<file path="config.mk">
export PLATFORM = sky130hd
export DESIGN_NAME = alu_pipe
export DESIGN_NICKNAME = d
export VERILOG_FILES = /design/src/rtl/alu_pipe.sv
export SDC_FILE = /design/constraint.sdc
export NUM_CORES = 1
export LEC_CHECK = 0
export BUFFER_PORTS_ARGS = -buffer_cell sky130_fd_sc_hd__buf_4
export CAP_MARGIN = 20
export CORE_MARGIN = 5
export CORE_UTILIZATION = 37
export DETAILED_ROUTE_END_ITERATION = 12
export GPL_TIMING_DRIVEN = 0
export SYNTH_ARGS = -nofsm -noshare
export SYNTH_HDL_FRONTEND = slang
export SYNTH_SLANG_ARGS = --single-unit
</file>
<file path="constraint.sdc">
create_clock -name clock -period 6.2 [get_ports clock]
set_input_delay 1.24 -clock clock [delete_from_list [all_inputs] [get_ports clock]]
set_output_delay 1.24 -clock clock [all_outputs]
set_load 0.005 [all_outputs]
</file>
<file path="src/rtl/alu_pipe.sv">
// Two-stage pipelined ALU with valid/ready handshake, status flags and accumulator.
// Define ALU_PIPE_MUL_EN to enable the iterative shift-add multiply on opcode 12.
module alu_pipe #(
    parameter int WIDTH = 8,
    localparam int SHW  = $clog2(WIDTH)
) (
    input  logic             clock,
    input  logic             reset,
    input  logic             in_valid,
    output logic             in_ready,
    input  logic [WIDTH-1:0] input_a,
    input  logic [WIDTH-1:0] input_b,
    input  logic [3:0]       operator,
    output logic             out_valid,
    input  logic             out_ready,
    output logic [WIDTH-1:0] result,
    output logic [3:0]       flags,
    output logic             illegal
);

    localparam logic [3:0] OP_ADD     = 4'd0;
    localparam logic [3:0] OP_SUB     = 4'd1;
    localparam logic [3:0] OP_AND     = 4'd2;
    localparam logic [3:0] OP_OR      = 4'd3;
    localparam logic [3:0] OP_XOR     = 4'd4;
    localparam logic [3:0] OP_SHL     = 4'd5;
    localparam logic [3:0] OP_SHR     = 4'd6;
    localparam logic [3:0] OP_SRA     = 4'd7;
    localparam logic [3:0] OP_SLT     = 4'd8;
    localparam logic [3:0] OP_SLTU    = 4'd9;
    localparam logic [3:0] OP_ACC_LD  = 4'd10;
    localparam logic [3:0] OP_ACC_ADD = 4'd11;
    localparam logic [3:0] OP_MUL     = 4'd12;

    logic             s1_valid;
    logic [WIDTH-1:0] s1_a, s1_b;
    logic [3:0]       s1_op;
    logic [WIDTH-1:0] acc;

    logic busy, s2_load, take;

    assign s2_load  = s1_valid && !busy && (!out_valid || out_ready);
    assign in_ready = !s1_valid || s2_load;
    assign take     = in_valid && in_ready;

`ifdef ALU_PIPE_MUL_EN
    typedef enum logic [1:0] {M_IDLE, M_RUN, M_DONE} mstate_t;
    mstate_t            mstate, mstate_nxt;
    logic [SHW-1:0]     mul_cnt;
    logic [2*WIDTH-1:0] mul_prod;

    assign busy = (mstate == M_RUN);

    always_ff @(posedge clock or negedge reset) begin
        if (!reset) begin
            mstate   <= M_IDLE;
            mul_cnt  <= '0;
            mul_prod <= '0;
        end else begin
            mstate <= mstate_nxt;
            if (take && operator == OP_MUL) begin
                mul_cnt  <= '0;
                mul_prod <= '0;
            end else if (mstate == M_RUN) begin
                if (s1_b[mul_cnt])
                    mul_prod <= mul_prod + ({{WIDTH{1'b0}}, s1_a} << mul_cnt);
                mul_cnt <= mul_cnt + 1'b1;
            end
        end
    end

    // DONE can hand off and accept a fresh multiply in the same cycle.
    always_comb begin
        mstate_nxt = mstate;
        case (mstate)
            M_RUN: if (mul_cnt == SHW'(WIDTH-1)) mstate_nxt = M_DONE;
            default: begin
                if (take && operator == OP_MUL)
                    mstate_nxt = M_RUN;
                else if (mstate == M_DONE && s2_load)
                    mstate_nxt = M_IDLE;
            end
        endcase
    end
`else
    assign busy = 1'b0;
`endif

    logic [WIDTH:0]   add_sum, sub_dif, acc_sum;
    logic [SHW-1:0]   shamt;
    logic [WIDTH-1:0] nxt_res, nxt_acc;
    logic             nxt_carry, nxt_ovf, nxt_ill, nxt_zero;

    assign add_sum = {1'b0, s1_a} + {1'b0, s1_b};
    assign sub_dif = {1'b0, s1_a} - {1'b0, s1_b};
    assign acc_sum = {1'b0, acc} + {1'b0, s1_a};
    assign shamt   = s1_b[SHW-1:0];

    always_comb begin
        nxt_res   = '0;
        nxt_acc   = acc;
        nxt_carry = 1'b0;
        nxt_ovf   = 1'b0;
        nxt_ill   = 1'b0;
        case (s1_op)
            OP_ADD: begin
                nxt_res   = add_sum[WIDTH-1:0];
                nxt_carry = add_sum[WIDTH];
                nxt_ovf   = (s1_a[WIDTH-1] == s1_b[WIDTH-1]) && (add_sum[WIDTH-1] != s1_a[WIDTH-1]);
            end
            OP_SUB: begin
                nxt_res   = sub_dif[WIDTH-1:0];
                nxt_carry = sub_dif[WIDTH];
                nxt_ovf   = (s1_a[WIDTH-1] != s1_b[WIDTH-1]) && (sub_dif[WIDTH-1] != s1_a[WIDTH-1]);
            end
            OP_AND:  nxt_res = s1_a & s1_b;
            OP_OR:   nxt_res = s1_a | s1_b;
            OP_XOR:  nxt_res = s1_a ^ s1_b;
            OP_SHL:  nxt_res = s1_a << shamt;
            OP_SHR:  nxt_res = s1_a >> shamt;
            OP_SRA:  nxt_res = WIDTH'($signed(s1_a) >>> shamt);
            OP_SLT:  nxt_res = {{(WIDTH-1){1'b0}}, $signed(s1_a) < $signed(s1_b)};
            OP_SLTU: nxt_res = {{(WIDTH-1){1'b0}}, s1_a < s1_b};
            OP_ACC_LD: begin
                nxt_res = s1_a;
                nxt_acc = s1_a;
            end
            OP_ACC_ADD: begin
                nxt_res   = acc_sum[WIDTH-1:0];
                nxt_acc   = acc_sum[WIDTH-1:0];
                nxt_carry = acc_sum[WIDTH];
                nxt_ovf   = (acc[WIDTH-1] == s1_a[WIDTH-1]) && (acc_sum[WIDTH-1] != acc[WIDTH-1]);
            end
`ifdef ALU_PIPE_MUL_EN
            OP_MUL: begin
                nxt_res   = mul_prod[WIDTH-1:0];
                nxt_carry = |mul_prod[2*WIDTH-1:WIDTH];
            end
`endif
            default: nxt_ill = 1'b1;
        endcase
        nxt_zero = !nxt_ill && (nxt_res == '0);
    end

    always_ff @(posedge clock or negedge reset) begin
        if (!reset) begin
            s1_valid <= 1'b0;
            s1_a     <= '0;
            s1_b     <= '0;
            s1_op    <= '0;
        end else if (take) begin
            s1_valid <= 1'b1;
            s1_a     <= input_a;
            s1_b     <= input_b;
            s1_op    <= operator;
        end else if (s2_load) begin
            s1_valid <= 1'b0;
        end
    end

    // Accumulator moves only with the S1->S2 transfer, so a stalled beat updates it once.
    always_ff @(posedge clock or negedge reset) begin
        if (!reset) begin
            out_valid <= 1'b0;
            result    <= '0;
            flags     <= '0;
            illegal   <= 1'b0;
            acc       <= '0;
        end else if (s2_load) begin
            out_valid <= 1'b1;
            result    <= nxt_res;
            flags     <= {nxt_zero, nxt_res[WIDTH-1], nxt_carry, nxt_ovf};
            illegal   <= nxt_ill;
            acc       <= nxt_acc;
        end else if (out_valid && out_ready) begin
            out_valid <= 1'b0;
        end
    end

endmodule

</file>
After elaboration in Yosys (flattened, before gate mapping)
Cells that the tools add are included.
Widths: inputs -> output; s select.
{ "totals": {"reg_bits": 43, "input_bits": 24, "out_inout_bits": 15, "word_cells": 64} }
{ "op_classes": {"add_sub_neg": 3, "n_lt_le_gt_ge": 2, "eq_ne": 17, "n_shift": 3, "mux": 9, "bitwise": 3, "n_reduce_logical": 18} }
{ "op_table": {"columns": ["op", "count"], "rows": [
  ["$pmux 8 s12", 1],
  ["$add 8x8->9", 2],
  ["$eq 4x3->1 const B", 4],
  ["$eq 4x4->1 const B", 4],
  ["$lt 8x8->1", 2],
  ["$pmux 8 s2", 1],
  ["$reduce_or 12->1", 1],
  ["$sub 8x8->9", 1],
  ["$and 8x8->8", 1],
  ["$eq 4x2->1 const B", 2],
  ["$logic_not 8->1", 1],
  ["$or 8x8->8", 1],
  ["$shl 8x3->8", 1],
  ["$shr 8x3->8", 1],
  ["$sshr 8x3->8", 1],
  ["$xor 8x8->8", 1],
  ["$logic_and 1x1->1", 7],
  ["$pmux 1 s3", 2],
  ["$reduce_bool 2->1", 3],
  ["$mux 1", 5],
  ["$eq 4x1->1 const B", 1],
  ["$logic_not 4->1", 1],
  ["$ne 1x1->1", 4],
  ["$eq 1x1->1", 2],
  ["other kinds (3)", 5]
]} }

Depth between registers and ports, before layout
Gate-level depths: netlist (run 1).
{ "logic_depth": {"word_depth": 6, "mapped_depth": 11, "ltp_nobuf": 10} }

Worst setup path before layout (run 1)
No wires, ideal clock.
{ "synth_timing": {"path_kind": "flip-flop to flip-flop", "from": "reg s1_a[0]", "to": "reg flags[3]", "setup_time_ns": 0.095, "arrival_time_ns": 2.667, "t_required_ns": 6.105, "path_slack_ns": 3.437, "stages_incl_launch_ff": 11, "path_buffers": 0, "period_less_slack_ns": 2.763, "cell_sequence": "dfrtp_1 -> ha_1 -> inv_1 -> fa_1 -> inv_1 -> mux4_2 -> a2111oi_0 -> o211ai_1 -> nor3b_1 -> nand4_1 -> o31ai_1"} }
{ "synth_via": {"elab_chain_len": 4, "elab_cells_between_ends": 14, "classes_between": "add/sub: 3; order compare: 2; shift: 3; mux: 1; bitwise: 3; reduce/logical: 2"} }
{ "synth_lines": {"columns": ["element", "line", "rtl"], "rows": [
  ["from (decl)", "36", "logic [WIDTH-1:0] s1_a, s1_b;"],
  ["from (signal assigned)", "153", "s1_a <= input_a;"],
  ["$add 8x8->9, or another cell as far along", "96", "assign acc_sum = {1'b0, acc} + {1'b0, s1_a};"],
  ["$pmux 8 s12 *", "105", "case (s1_op)"],
  ["$logic_not 8->1 *", "142", "nxt_zero = !nxt_ill && (nxt_res == '0);"],
  ["$logic_and 1x1->1 *", "142", null],
  ["to (signal assigned)", "172", "flags <= {nxt_zero, nxt_res[WIDTH-1], nxt_carry, nxt_ovf};"],
  ["to (decl)", "17", "output logic [3:0] flags,"]
]} }
Mark *: on every way between the ends. The rest lies on a longest branch, timed or not.
A chain may end at the register's enable or synchronous reset.

Worst setup path after layout (run 1)
Same ends and word-level chain as after synthesis.

==> impl_metrics.ini, run 1 <==
[layout]
nNetsFinal = 559
antenna_cells_inserted = 0
post-route-util = 0.429
layout.cells.most_common = dfrtp_1
area_growth_pct = 14.1
drive_above_1_share = 0.212
most-common-layout-cells = 42 x dfrtp_1, 41 x buf_4, 33 x o21ai_0, 33 x ha_1, 31 x inv_1

[pwr]
irDropWorstVdd_uv = 111
power_density_mw_per_mm2 = 320
leakagePower_nw = 2.00
total_power_mw = 1.48

[yosys]
synthesis.area_sq_mm = 0.00405
post_synth_num_cell_types = 71
post_synth.cell_area_avg_sq_um = 8.93
async_flop_share = 1.00
postSynthCellCount = 454
synth-edff-count = 0
synthFlopType = dfrtp_1
synth_net_count = 514
synth-seq-cells = 42
synth_warnings = 0
netlist.top_cell.by_area = dfrtp_1
post_synth_main_area_contributors = dfrtp_1 26%, ha_1 10%, mux2_2 7.5%
synth.yosys.seq_area_share = 0.259
yosysTopAreaCellShare = 0.259

[clock_network]
clk_pin_slew_ps = 90
cts_max_path_buffers = 2
clock_tree_from_tritoncts = yes
cts.repair.resized = 0
cts_setup_buffers = 0
cts_inserted_buffers = 5
clkSinkCount = 42
clock_tree.htree_level_count = 2
insertion_delay_ps = 300
postCtsHoldBufs = 0
root_buffer = clkbuf_8

[global_route]
grt_first_pass_wirelength_mm = 20.7
global_route.usage.total = 0.203
grt_antenna_before_repair = 0
first_global_vias = 3733
grt_start_max_net_pins = 43
grt_overflow_total = 0

[routing]
drc_errors = 0
route.antenna.remaining_nets = 0
vias = 3732
routed_wirelength_mm = 13.2
drt-pass1-iter-count = 5
routed_wire_length_per_instance_um = 20.6
via_per_inst = 5.84
detailedRoute.firstIterationViolations = 237

[timing]
post-route-min-period_ps = 3480
worst_clock_skew_ps = 3.44
finalCritPeriodShare = 0.562
fin_hold_ws_ps = 485
setup_viol = 0
final-hold-violation-count = 0
fin_tns_setup_ps = 0
timing.final.max_slew_violations = 0
setup_ws_final_ps = 2720
max_freq_mhz = 287
timing.max_slew.rel_slack = 0.272
grt_setup_unrepaired = no
max_slew.worst_pin.slew_ps = 1080

[placed_design]
preCtsSetupSlack_ps = 2740
gp_routability_congestion = 0.927
dp.final_hpwl_mm = 10.1
port_buffers = 38

[setup_path]
arrival_ps = 3690
cp-end-kind = flip-flop
setup.reg_to_reg.worst_slack_ps = 2720
register_to_register_path_depth = 10
cp.required_ps = 6410
critical_path.reg2reg.startpoint = s1_a[0]
worst_r2r_endpoint = flags[3]
startpoint_type = flip-flop
timing_worst_setup_path_type = flip-flop to flip-flop
worstPathMaxFanout = 10

[min_path]
hold_path.class = flip-flop to flip-flop
holdPathStages = 2
whs_endpoint = result[4]
min_from = result[4]

[die]
core-area_sq_mm = 0.0108
fp.dieH_um = 115
die_x_um = 115
die_area_sq_mm = 0.0132
floorplan.rows = 38
top_level_ports = 39
initial_utilization = 0.376

[flow_run]
drv.max_cap_violation_count = 0

[status]
outcome = finished clean
-- layer usage --
metal / part of all wire / global-route usage / vias up / wire [um]
met4: 0.037 / 0.0768 / 0 / 490
met2: 0.46 / 0.328 / 132 / 6080
met5: 0 / 0 / - / 0
li1: - / - / 1759 / -
met1: 0.44 / 0.278 / 1810 / 5780
met3: 0.063 / 0.0243 / 31 / 832
-- cell families (layout without fill, tap and decap cells) --
family	count (synthesis)	count (layout)	share of synthesized area
mux	46	46	0.137
simple gates	135	135	0.184
xor+xnor	11	11	0.0238
buf+inv	64	109	0.0716
compound gates	120	120	0.207
flops	42	42	0.259
fa+ha+maj	36	36	0.117
-- power by group --
group	internal [mW]	total, mW	switching (mW)
combinational	0.370	0.837	0.467
clock	0.129	0.236	0.106
sequential	0.344	0.408	0.0637
total	0.843	1.48	0.637
-- worst max-delay path: stages, from the launching register on --
cell and delay, ps:
dfrtp_1 590, ha_1 260, inv_1 70, fa_1 520, inv_1 50, mux4_2 460, a2111oi_0 540, o211ai_1 300
nor3b_1 250, nand4_1 130, o31ai_1 230
-- flip-flops by register name, summed over array words and instances (netlist names) --
name       count
s1_op          4
flags          4
out_valid      1
acc            8
s1_valid       1
s1_a           8
illegal        1
s1_b           8
result         7
-- cells in the mapped netlist (6+ instances only) --
library cell	number
xnor2_1	10
o21ai_0	33
buf_2	13
o21a_1	6
ha_1	33
mux2i_1	14
clkbuf_1	14
mux2_2	27
nor2b_1	6
nor2_1	26
a21oi_1	21
nand2b_1	10
dfrtp_1	42
nand3_1	11
nand2_1	28
inv_1	31
nor3_1	15
-- metrics by stage --
step,area [sq um],cells
CTS,4630,639
global route,4630,639
global placement,4510,632
detailed placement,4510,632
floorplan,4050,454
finish,4630,639
-- area by class of cell --
class / count / area (sq um)
clock inverters: 1 / 30.0
plain buffers: 33 / 174
flip-flops and latches: 42 / 1050
fillers: 1103 / 6170
inverters: 31 / 116
clock buffers: 6 / 82.6
repair buffers: 38 / 285
well taps: 140 / 175
multi-input cells: 348 / 2710
-- how the worst max path moves through the flow --
| stage | to | cells after the start | slack [ps] | from |
|---|---|---|---|---|
| after floorplan | flags[3] | 10 | 3440 | s1_a[0] |
| after global placement | flags[3] | 10 | 2780 | s1_a[0] |
| after detailed placement | flags[3] | 10 | 2740 | s1_a[0] |
| after CTS | flags[3] | 10 | 2720 | s1_a[0] |
| after global routing | flags[3] | 10 | 2550 | s1_a[0] |
| final | flags[3] | 10 | 2720 | s1_a[0] |
Note: power is estimated with default switching activity, not from simulation.
==> run 2: changes to the inputs <==
==> constraint.sdc (replaced) <==
create_clock -name clock -period 3.3 [get_ports clock]
set_input_delay 0.66 -clock clock [delete_from_list [all_inputs] [get_ports clock]]
set_output_delay 0.66 -clock clock [all_outputs]
set_load 0.005 [all_outputs]
==> impl_metrics.ini, run 2 (synthesis gave the netlist of run 1 again) <==
[setup_path]
cpMostUsedCell = buf_2
cp.required_ps = 3510
cp-end-kind = flip-flop
timing_worst_setup_path_type = flip-flop to flip-flop
crit_path_max_incr_delay_ps = 640
critical-path-top-delay-family = compound AO/OA/AOI/OAI gates
worstPathMaxFanout = 10
cpMaxStageDelayCell = nor4_1
arrival_ps = 3380
crit_chain = buf_2 -> inv_1 -> ha_1 -> buf_2 -> a32o_1 -> a221oi_1 -> o21ai_0 -> nor4_1 -> nand4_1 -> o31ai_1
startpoint_type = flip-flop
critPathBufInv = 3

[layout]
post-route-util = 0.433
nNetsFinal = 561
area_growth_pct = 15.4
layout.cells.most_common = buf_4
stdcell_area_sq_mm = 0.00468
drive_above_1_share = 0.232
most-common-layout-cells = 44 x buf_4, 40 x dfrtp_1, 33 x o21ai_0, 33 x ha_1, 30 x inv_1
regs_by_ff_count = acc x8, s1_a x8, s1_b x8
antenna_cells_inserted = 0

[die]
core-area_sq_mm = 0.0108
floorplan.rows = 38
die_x_um = 115
top_level_ports = 39
fp.dieH_um = 115
initial_utilization = 0.376
die_area_sq_mm = 0.0132

[placed_design]
postPlaceCellArea_sq_mm = 0.00451
dp.final_hpwl_mm = 10.1
port_buffers = 38
gp_routability_congestion = 0.927

[clock_network]
insertion_delay_ps = 300
clk_pin_slew_ps = 90
cts_inserted_buffers = 5
cts_max_path_buffers = 2
clock_tree.htree_level_count = 2
root_buffer = clkbuf_8
clock_tree_from_tritoncts = yes
clkSinkCount = 42

[timing]
timing.final.max_slew_violations = 0
grt_setup_unrepaired = no
timing.max_slew.rel_slack = 0.268
max_freq_mhz = 316
finalCritPeriodShare = 0.960
post-route-min-period_ps = 3170
setup_viol = 0
worst_clock_skew_ps = 3.92
final-hold-violation-count = 0
max_slew.worst_pin.slew_ps = 1080

[routing]
routed_wirelength_mm = 13.2
via_per_inst = 5.85
route.met3.wl_um = 682
topRoutingLayerUsed = met4
routed_wire_length_per_instance_um = 20.5
drc_errors = 0
drt-pass1-iter-count = 5
detailedRoute.firstIterationViolations = 192
vias = 3748
route.antenna.remaining_nets = 0
met2_length_mm = 6.01
wl_met1_mm = 5.97

[global_route]
global_route.usage.total = 0.203
first_global_vias = 3735
grt_start_max_net_pins = 43
grt_first_pass_wirelength_mm = 20.8
grt_antenna_before_repair = 0
grt_overflow_total = 0

[min_path]
hold_path.class = input pin to async pin

[pwr]
power_density_mw_per_mm2 = 600
irDropWorstVdd_uv = 208
leakagePower_nw = 2.01

[flow_run]
drv.max_cap_violation_count = 0

[status]
outcome = finished clean
## run 2: worst paths after layout
| path | start | to | slack [ps] | cells after the start |
|---|---|---|---|---|
| min in group clock | result[4] | result[4] | 490 | 2 |
| max in group asynchronous | reset | s1_a[0] | 2550 | 1 |
| worst min-delay path | reset | s1_b[0] | 350 | 1 |
| worst max-delay path | s1_a[3] | flags[3] | 130 | 10 |
| worst min register to register | result[4] | result[4] | 490 | 2 |
| worst max register to register | s1_a[3] | flags[3] | 130 | 10 |
## run 2: final cells by class
cell class                      instances  area (sq um)
Sequential cell                        42          1050
Clock inverter                          1          30.0
Tap cell                              140           175
Buffer                                 32           169
Timing Repair Buffer                   41           308
Clock buffer                            6          82.6
Inverter                               31           120
Fill cell                            1096          6110
Multi-Input combinational cell        348          2740
## run 2: timing repair
action / 4_1_cts / 5_1_grt
setup endpoints to repair: 1 / 3
pin swaps: 1 / 1
hold buffers: 0 / 0
buffers inserted: 1 / 2
gates resized for setup: 3 / 6
## run 2: where the power goes
group	switching (mW)	internal, mW	total [mW]
combinational	0.894	0.709	1.60
clock	0.199	0.243	0.442
sequential	0.116	0.647	0.763
## run 2: layer usage
layer / track usage / vias to the layer above
met2: 0.329 / 124
met5: 0 / -
met1: 0.278 / 1832
met3: 0.0243 / 30
li1: - / 1762
met4: 0.0768 / 0
## run 2: through the flow
step	TNS, ps	total power [mW]	hold WS (ps)	instances	worst slack (ps)
final	0	2.81	349	641	132
after global placement	-119	2.30	464	632	-119
after detailed placement	-159	2.33	473	632	-159
after CTS	0	2.79	373	640	76.0
after floorplan	0	1.85	364	454	537
after global routing	0	3.01	405	641	13.2
